`config.mk`:
```
export PLATFORM = sky130hd
export DESIGN_NAME = writeback_stage
export DESIGN_NICKNAME = d
export VERILOG_FILES = /design/src/rtl/writeback_stage.sv
export SDC_FILE = /design/constraint.sdc
export NUM_CORES = 1
export LEC_CHECK = 0
export ABC_AREA = 1
export CORE_UTILIZATION = 40
export CTS_CLUSTER_DIAMETER = 40
export CTS_CLUSTER_SIZE = 40
export DETAILED_ROUTE_END_ITERATION = 12
export HOLD_SLACK_MARGIN = 0.1
export PLACE_DENSITY = 0.83
export SLEW_MARGIN = 20
export SYNTH_ARGS = -nofsm -noshare
export SYNTH_HDL_FRONTEND = slang
export SYNTH_SLANG_ARGS = --single-unit
```
`constraint.sdc`:
```
create_clock -name clk -period 4.7 [get_ports clk]
set_clock_uncertainty 0.2 [all_clocks]
set_input_delay 0.94 -clock clk [delete_from_list [all_inputs] [get_ports clk]]
set_output_delay 0.94 -clock clk [all_outputs]
set_load 0.01 [all_outputs]
```
`src/rtl/writeback_stage.sv`:
```
// MEM/WB pipeline stage: registers the instruction, formats load data and drives write/retire strobes.
// Optional retire counter on instret_o is built only when WB_RETIRE_CNT_EN is defined.
module writeback_stage #(
   parameter int DWIDTH   = 32,
   parameter int AWIDTH   = 32,
   parameter int CNTWIDTH = 64
) (
   input  logic                clk,
   input  logic                reset,
   input  logic                valid_i,
   input  logic [AWIDTH-1:0]   pc_i,
   input  logic [DWIDTH-1:0]   alu_res_i,
   input  logic [DWIDTH-1:0]   memory_data_i,
   input  logic [1:0]          wbsel_i,
   input  logic [2:0]          funct3_i,
   input  logic [4:0]          rd_i,
   input  logic                regwen_i,
   input  logic                stall_i,
   input  logic                flush_i,
   output logic                valid_o,
   output logic [AWIDTH-1:0]   pc_o,
   output logic [4:0]          rd_o,
   output logic [DWIDTH-1:0]   writeback_data_o,
   output logic                regwen_o,
   output logic                retire_o,
   output logic [CNTWIDTH-1:0] instret_o
);

   logic [7:0]        ld_byte;
   logic [15:0]       ld_half;
   logic [DWIDTH-1:0] ld_data;
   logic [DWIDTH-1:0] wd_next;
   logic [AWIDTH-1:0] pc_plus4;

   logic              valid_q;
   logic              fresh_q;
   logic              regwen_q;
   logic [AWIDTH-1:0] pc_q;
   logic [4:0]        rd_q;
   logic [DWIDTH-1:0] wd_q;

   always_comb begin
      ld_byte = memory_data_i[7:0];
      case (alu_res_i[1:0])
         2'd1:    ld_byte = memory_data_i[15:8];
         2'd2:    ld_byte = memory_data_i[23:16];
         2'd3:    ld_byte = memory_data_i[31:24];
         default: ld_byte = memory_data_i[7:0];
      endcase
      ld_half = alu_res_i[1] ? memory_data_i[31:16] : memory_data_i[15:0];
   end

   always_comb begin
      ld_data = memory_data_i;
      case (funct3_i)
         3'b000:  ld_data = {{(DWIDTH-8){ld_byte[7]}}, ld_byte};
         3'b100:  ld_data = {{(DWIDTH-8){1'b0}}, ld_byte};
         3'b001:  ld_data = {{(DWIDTH-16){ld_half[15]}}, ld_half};
         3'b101:  ld_data = {{(DWIDTH-16){1'b0}}, ld_half};
         default: ld_data = memory_data_i;
      endcase
   end

   // Write data is resolved before the stage register so outputs come straight from flops.
   always_comb begin
      pc_plus4 = pc_i + AWIDTH'(4);
      wd_next  = alu_res_i;
      case (wbsel_i)
         2'b01:   wd_next = ld_data;
         2'b10:   wd_next = DWIDTH'(pc_plus4);
         default: wd_next = alu_res_i;
      endcase
   end

   // fresh_q marks the first cycle an instruction sits here, so a held instruction acts only once.
   always_ff @(posedge clk) begin
      if (reset) begin
         valid_q  <= 1'b0;
         fresh_q  <= 1'b0;
         regwen_q <= 1'b0;
         pc_q     <= '0;
         rd_q     <= '0;
         wd_q     <= '0;
      end else if (flush_i) begin
         valid_q <= 1'b0;
         fresh_q <= 1'b0;
      end else if (stall_i) begin
         fresh_q <= 1'b0;
      end else begin
         valid_q  <= valid_i;
         fresh_q  <= 1'b1;
         regwen_q <= regwen_i;
         pc_q     <= pc_i;
         rd_q     <= rd_i;
         wd_q     <= wd_next;
      end
   end

   assign valid_o          = valid_q;
   assign pc_o             = pc_q;
   assign rd_o             = rd_q;
   assign writeback_data_o = wd_q;
   assign retire_o         = valid_q & fresh_q;
   assign regwen_o         = valid_q & fresh_q & regwen_q & (rd_q != 5'd0);

`ifdef WB_RETIRE_CNT_EN
   logic [CNTWIDTH-1:0] instret_q;

   always_ff @(posedge clk) begin
      if (reset)
         instret_q <= '0;
      else if (retire_o)
         instret_q <= instret_q + CNTWIDTH'(1);
   end

   assign instret_o = instret_q;
`else
   assign instret_o = '0;
`endif

endmodule

```
==> metrics.cfg, run 1 <==
[clock_tree]
ctsHtreeMaxLevel = 3
sinks_on_the_clock_net = 72
tritoncts = yes
ctsLongestPathBuffers = 2
hold_buffers = 0
register_clock_pin_slew_on_the_reported_worst_setup_and_hold_paths_ns = 0.06
cts.repair_timing.setup_buffer_count = 0
latest_clock_arrival_within_the_worst_skew_pair_ns = 0.34
post_cts.resized_instances = 0
cts_made_buffers = 9
ctsRootBufferMaster = sky130_fd_sc_hd__clkbuf_16

[sta]
final-setup-viol-count = 0
final.hold.worst_slack_ns = 0.260
worstMarginPinSlew_ns = 0.987
max_freq_mhz = 333
timing.max_slew.rel_slack = 0.341
setup_repair_after_global_routing_missed_its_margin = no
timing.final.crit_share = 0.639
period_needed_ns = 3.00
hold_violations = 0
final_max_slew_viol_count = 0
setup_total_negative_slack_ns = 0

[die]
floorplan.initialDensity = 0.410
chipWidth_um = 116
core.rowCount = 41
overall_die_area_sq_um = 13400
coreArea_sq_um = 12600
die_y_um = 116
io_pins = 248

[synth]
synthTopCellsByArea = sky130_fd_sc_hd__dfxtp_1 (28%), sky130_fd_sc_hd__nand2_1 (14%), sky130_fd_sc_hd__nor2_1 (10%), sky130_fd_sc_hd__buf_4 (9.7%), sky130_fd_sc_hd__a21oi_1 (6.7%)
syn-cell-area_sq_um = 5170
synth-seq-cells = 72
yosys.cell_types.count = 38
post_synthesis_cells = 838
synth_top_cell_by_area = sky130_fd_sc_hd__dfxtp_1
synth_top_area_frac = 0.279
synth.yosys.seq_area_share = 0.279
ys.warnings.count = 0
synth.avg_cell_area_sq_um = 6.17

[drt]
drt-pass1-iter-count = 7
drtAntennaViolNets = 0
dr.first_iter.drc_count = 563
route.detailed.vias_per_inst = 4.98
detail_route.drc_violations = 0
dr_total_vias = 5829
wl_um = 18600
detail_route.wl_per_cell_um = 15.9

[power_and_ir_drop]
tot_pwr_mw = 1.79
leakagePower_nw = 2.95
power_per_cell_area_nw_per_um2 = 253
peak_supply_drop_mv = 0.229

[worst_setup_path]
cp-end-kind = primary output
start_kind = register
critical_path.max_fanout = 3
setup.reg_to_reg.worst_slack_ns = 3.81
worstPathRequired_ns = 3.56
setup.worst_path.class = reg2out
ff2ff_path_depth = 2
worst_r2r_startpoint = pc_o[31]
worstPathArrival_ns = 1.86
crit-reg2reg-capture = pc_o[31]

[grt]
grt_antenna_before_repair = 0
grt_util_all_layers = 0.276
wire_length_of_the_first_global_routing_pass_um = 27900
grt.overflow.total = 0
grt_pass1_vias = 5294
pin_count_of_the_biggest_net_entering_global_routing = 66

[place]
input_output_buffers = 183
place.gp.congestion = 1.01
place_hpwl_um = 14300
detailed_place.area_sq_um = 6820

[job]
maxCapViolCount = 0

[layout]
fillers = 1287
num-nets-final = 1110
num_antenna_cells = 0
area_of_combinational_cells_with_multiple_inputs_sq_um = 3090
drive_above_1_share = 0.0661
area_growth_pct = 37.0
seq_area_sq_um = 1440
final_design_area_no_fill_sq_um = 7080

[status]
outcome = finished clean

[worst_hold_path]
timing.hold.worst.class = reg2reg
worstHoldPathCells = 2
timing.hold.worst_endpoint = writeback_data_o[17]
min_from = writeback_data_o[17]

[registers in the layout, summed over array words and instances, names as in the netlist]
register,cells
regwen_q,1
valid_o,1
writeback_data_o,32
fresh_q,1
rd_o,5
pc_o,32
[metrics by stage]
step | instances | worst slack (ns) | util
after floorplan | 901 | 2.42 | -
after global placement | 1156 | 1.45 | 0.541
after detailed placement | 1156 | 1.44 | 0.541
after CTS | 1170 | 1.68 | 0.561
after global routing | 1170 | 1.61 | 0.561
final | 1170 | 1.70 | 0.561
[worst max path at each step]
stage | from | end | slack [ns] | cells after the start
floorplan | pc_i[2] | writeback_data_o[18] | 2.42 | 10
global placement | wbsel_i[0] | writeback_data_o[23] | 1.45 | 8
detailed placement | wbsel_i[0] | writeback_data_o[23] | 1.44 | 8
CTS | rd_o[1] | regwen_o | 1.68 | 4
global route | rd_o[1] | regwen_o | 1.61 | 4
finish | rd_o[1] | regwen_o | 1.70 | 4
[Yosys cell counts]
library cell and count:
sky130_fd_sc_hd__nand2_1 194, sky130_fd_sc_hd__nor2_1 138, sky130_fd_sc_hd__dfxtp_1 72, sky130_fd_sc_hd__a21oi_1 69, sky130_fd_sc_hd__nand3_1 69, sky130_fd_sc_hd__o21ai_0 68, sky130_fd_sc_hd__buf_4 67, sky130_fd_sc_hd__inv_1 48
sky130_fd_sc_hd__clkbuf_1 24, sky130_fd_sc_hd__or2_2 17, sky130_fd_sc_hd__buf_2 13, sky130_fd_sc_hd__nor2_4 8, sky130_fd_sc_hd__o211ai_1 8, sky130_fd_sc_hd__a21oi_2 4, sky130_fd_sc_hd__nand2_2 4, sky130_fd_sc_hd__buf_6 3
sky130_fd_sc_hd__ha_1 3, sky130_fd_sc_hd__inv_2 3, sky130_fd_sc_hd__nand4_1 3, sky130_fd_sc_hd__a21o_1 2, sky130_fd_sc_hd__nand3_4 2, sky130_fd_sc_hd__nor2_2 2, sky130_fd_sc_hd__o22ai_1 2, sky130_fd_sc_hd__a31oi_1 1
sky130_fd_sc_hd__and2_1 1, sky130_fd_sc_hd__clkinv_1 1, sky130_fd_sc_hd__conb_1 1, sky130_fd_sc_hd__mux2i_1 1, sky130_fd_sc_hd__nand2_4 1, sky130_fd_sc_hd__nand3_2 1, sky130_fd_sc_hd__nand4_4 1, sky130_fd_sc_hd__nor3_1 1
sky130_fd_sc_hd__o2111ai_1 1, sky130_fd_sc_hd__o21ai_1 1, sky130_fd_sc_hd__o221ai_1 1, sky130_fd_sc_hd__o311ai_0 1, sky130_fd_sc_hd__or2_1 1, sky130_fd_sc_hd__or3_1 1
[worst max-delay path: stages (launching register included)]
cell	delay [ns]
sky130_fd_sc_hd__dfxtp_1	0.32
sky130_fd_sc_hd__or3_1	0.38
sky130_fd_sc_hd__o311ai_0	0.28
sky130_fd_sc_hd__inv_1	0.07
sky130_fd_sc_hd__clkdlybuf4s50_1	0.48
[per-layer routing]
layer / global-route usage / vias up / part of all wire
met5: 0 / - / 0
met4: 0.0821 / 0 / 0.020
met3: 0.0743 / 33 / 0.094
met2: 0.449 / 286 / 0.46
met1: 0.359 / 2623 / 0.43
li1: - / 2887 / -
[power breakdown]
group | leakage (nW) | internal, mW | switching, mW
logic | 2.23 | 0.221 | 0.273
registers | 0.592 | 0.649 | 0.0202
clock network | 0.130 | 0.363 | 0.268
total | 2.95 | 1.23 | 0.562
[cells in the final DEF (no fill, tap or decap), types with 2 or more instances in the layout]
master and count:
sky130_fd_sc_hd__nand2_1 194, sky130_fd_sc_hd__clkdlybuf4s50_1 183, sky130_fd_sc_hd__nor2_1 137, sky130_fd_sc_hd__dfxtp_1 72
sky130_fd_sc_hd__a21oi_1 69, sky130_fd_sc_hd__nand3_1 69, sky130_fd_sc_hd__o21ai_0 68, sky130_fd_sc_hd__conb_1 64
sky130_fd_sc_hd__inv_1 47, sky130_fd_sc_hd__or2_2 17, sky130_fd_sc_hd__nor2_4 9, sky130_fd_sc_hd__clkbuf_16 9
sky130_fd_sc_hd__o211ai_1 8, sky130_fd_sc_hd__buf_4 7, sky130_fd_sc_hd__inv_2 4, sky130_fd_sc_hd__nand2_2 4
sky130_fd_sc_hd__a21oi_2 4, sky130_fd_sc_hd__nand4_1 3, sky130_fd_sc_hd__ha_1 3, sky130_fd_sc_hd__clkinv_2 3
sky130_fd_sc_hd__nand3_4 2, sky130_fd_sc_hd__nor2_2 2, sky130_fd_sc_hd__a21o_1 2, sky130_fd_sc_hd__o22ai_1 2
[logic make-up (layout without fill, tap and decap cells)]
group,Yosys count,count (layout),synth area share
flip-flops,72,72,0.279
buffers and inverters,159,256,0.172
adder cells (fa/ha/maj),3,3,0.00726
multiplexers,1,1,0.00194
AO/OA/AOI/OAI,158,158,0.164
other,1,64,0.000725
AND/OR/NAND/NOR,444,444,0.376
[final cells by class]
cell class | count | area share
multi-input cells | 670 | 0.436
repair buffers | 190 | 0.266
flip-flops and latches | 72 | 0.203
clock buffers | 10 | 0.0337
well taps | 172 | 0.0304
inverters | 52 | 0.0276
clock inverters | 4 | 0.00318
Power figures use the tool's default switching activity.
==> run 2, diff against run 1 <==
==> constraint.sdc (replaced) <==
create_clock -name clk -period 2.8 [get_ports clk]
set_clock_uncertainty 0.2 [all_clocks]
set_input_delay 0.56 -clock clk [delete_from_list [all_inputs] [get_ports clk]]
set_output_delay 0.56 -clock clk [all_outputs]
set_load 0.01 [all_outputs]
==> run 2 against run 1 <==
  * Via count up 1.7%
  * First-iteration DRC count down 9.9%
  * Core utilization up 2.0 points
  * Die area unchanged
  * Sequential share of layout area down 0.71 points
  * Critical path depth unchanged
  * Clock-buffer cell count down 1
  * Setup slack worse by 1.5 ns
  * Register-to-register slack worse by 1.9 ns
  * Sequential power up 67%
  * Critical endpoint unchanged
  * Largest cell class unchanged
  * Highest routed layer unchanged
==> metrics.cfg, run 2 (synthesis gave the netlist of run 1 again) <==
[worst_setup_path]
setup.worst_path.class = reg2out
worstPathArrival_ns = 1.89  ; +0.03 ns
worstPathRequired_ns = 2.04  ; -1.52 ns
start_kind = register
cp-end-kind = primary output
critical_path.max_fanout = 3  ; unchanged
ff2ff_path_depth = 2  ; unchanged

[sta]
setup_total_negative_slack_ns = 0  ; unchanged
hold_violations = 0  ; unchanged
final.hold.worst_slack_ns = 0.264  ; +0.00404 ns
setup_repair_after_global_routing_missed_its_margin = no
final_max_slew_viol_count = 0  ; unchanged
final-setup-viol-count = 0  ; unchanged
max_freq_mhz = 377
period_needed_ns = 2.65
timing.final.crit_share = 0.947
layout_setup_ws_ns = 0.149  ; -1.55 ns

[layout]
num_antenna_cells = 0  ; unchanged
most_common_cell_after_layout_fill_and_taps_aside = sky130_fd_sc_hd__nand2_1
area_growth_pct = 42.0
stdcell_count = 1196  ; +2.2%
num-nets-final = 1134  ; +2.2%
drive_above_1_share = 0.0898  ; +0.0237
layout_common_cells = sky130_fd_sc_hd__nand2_1 (194), sky130_fd_sc_hd__clkdlybuf4s50_1 (183), sky130_fd_sc_hd__nor2_1 (137)

[grt]
grt_antenna_before_repair = 0  ; unchanged
grt_util_all_layers = 0.283  ; +0.00673
grt_pass1_vias = 5475  ; +3.4%
pin_count_of_the_biggest_net_entering_global_routing = 54  ; -18%
grt.overflow.total = 0  ; unchanged
wire_length_of_the_first_global_routing_pass_um = 28500  ; +2.1%

[power_and_ir_drop]
power_per_cell_area_nw_per_um2 = 433  ; +71%
leakagePower_nw = 3.10  ; +4.8%
peak_supply_drop_mv = 0.312  ; +37%
tot_pwr_mw = 3.18  ; +77%

[drt]
route.detailed.vias_per_inst = 4.96  ; -0.50%
wl_um = 18800  ; +1.1%
drt-pass1-iter-count = 5  ; -2
detail_route.wl_per_cell_um = 15.7  ; -1.1%
dr_total_vias = 5929  ; +1.7%
dr.first_iter.drc_count = 507  ; -9.9%
drtAntennaViolNets = 0  ; unchanged
detail_route.drc_violations = 0  ; unchanged

[status]
outcome = finished clean

[clock_tree]
ctsHtreeMaxLevel = 3  ; unchanged
sinks_on_the_clock_net = 72  ; unchanged
post_cts.resized_instances = 0  ; unchanged
register_clock_pin_slew_on_the_reported_worst_setup_and_hold_paths_ns = 0.06  ; about the same
cts.repair_timing.setup_buffer_count = 0  ; unchanged
hold_buffers = 0  ; unchanged
tritoncts = yes
cts_made_buffers = 9  ; unchanged
latest_clock_arrival_within_the_worst_skew_pair_ns = 0.34  ; about the same
ctsRootBufferMaster = sky130_fd_sc_hd__clkbuf_16
ctsLongestPathBuffers = 2  ; unchanged

[die]
core.rowCount = 41  ; unchanged
coreArea_sq_um = 12600  ; unchanged
die_y_um = 116  ; unchanged
floorplan.initialDensity = 0.410  ; unchanged
chipWidth_um = 116  ; unchanged
io_pins = 248  ; unchanged
overall_die_area_sq_um = 13400  ; unchanged

[place]
place.gp.congestion = 0.963  ; -4.6%
place_hpwl_um = 14900  ; +4.2%
cell_count_after_placement = 1180  ; +2.1%
dp_slack_ns = 0.101  ; -1.34 ns
input_output_buffers = 183  ; unchanged

[worst_hold_path]
timing.hold.worst.class = reg2reg
worstHoldPathCells = 2  ; unchanged

[job]
maxCapViolCount = 0  ; unchanged

[run 2: layout make-up]
cell class,count,area [sq um]
Fill cell,1225,5280
Multi-Input combinational cell,670,3090
Timing Repair Buffer,214,2100
Sequential cell,72,1440
Clock buffer,9,225
Tap cell,172,215
Inverter,52,195
Clock inverter,7,76.3
[run 2: where the power goes]
group | total (mW) | switching [mW] | internal, mW
Sequential | 1.12 | 0.0341 | 1.09
Clock | 1.19 | 0.495 | 0.698
Combinational | 0.864 | 0.464 | 0.400
[run 2: worst paths after layout]
path / from / endpoint / slack [ns]
setup / recovery: rd_o[1] / regwen_o / 0.15
hold / removal: writeback_data_o[19] / writeback_data_o[19] / 0.26
setup reg to reg: writeback_data_o[7] / writeback_data_o[7] / 1.91
hold reg to reg: writeback_data_o[19] / writeback_data_o[19] / 0.26
[run 2: routing by layer]
layer,GRT usage,vias to the layer above,routed length [um]
met5,0,-,0
met4,0.131,0,699
met3,0.0659,53,1920
met2,0.453,312,8510
met1,0.361,2634,7670
li1,-,2930,-
[run 2: critical path, cell delays in order (launching register included)]
cell and delay [ns]:
sky130_fd_sc_hd__dfxtp_1 0.32, sky130_fd_sc_hd__or3_1 0.38, sky130_fd_sc_hd__o311ai_0 0.30, sky130_fd_sc_hd__inv_1 0.07, sky130_fd_sc_hd__clkdlybuf4s50_1 0.48
[run 2: stage by stage]
step / util / cell area, sq um
after floorplan: - / 5410
after global placement: 0.558 / 7040
after detailed placement: 0.558 / 7040
after CTS: 0.582 / 7340
after global routing: 0.582 / 7340
final: 0.582 / 7340
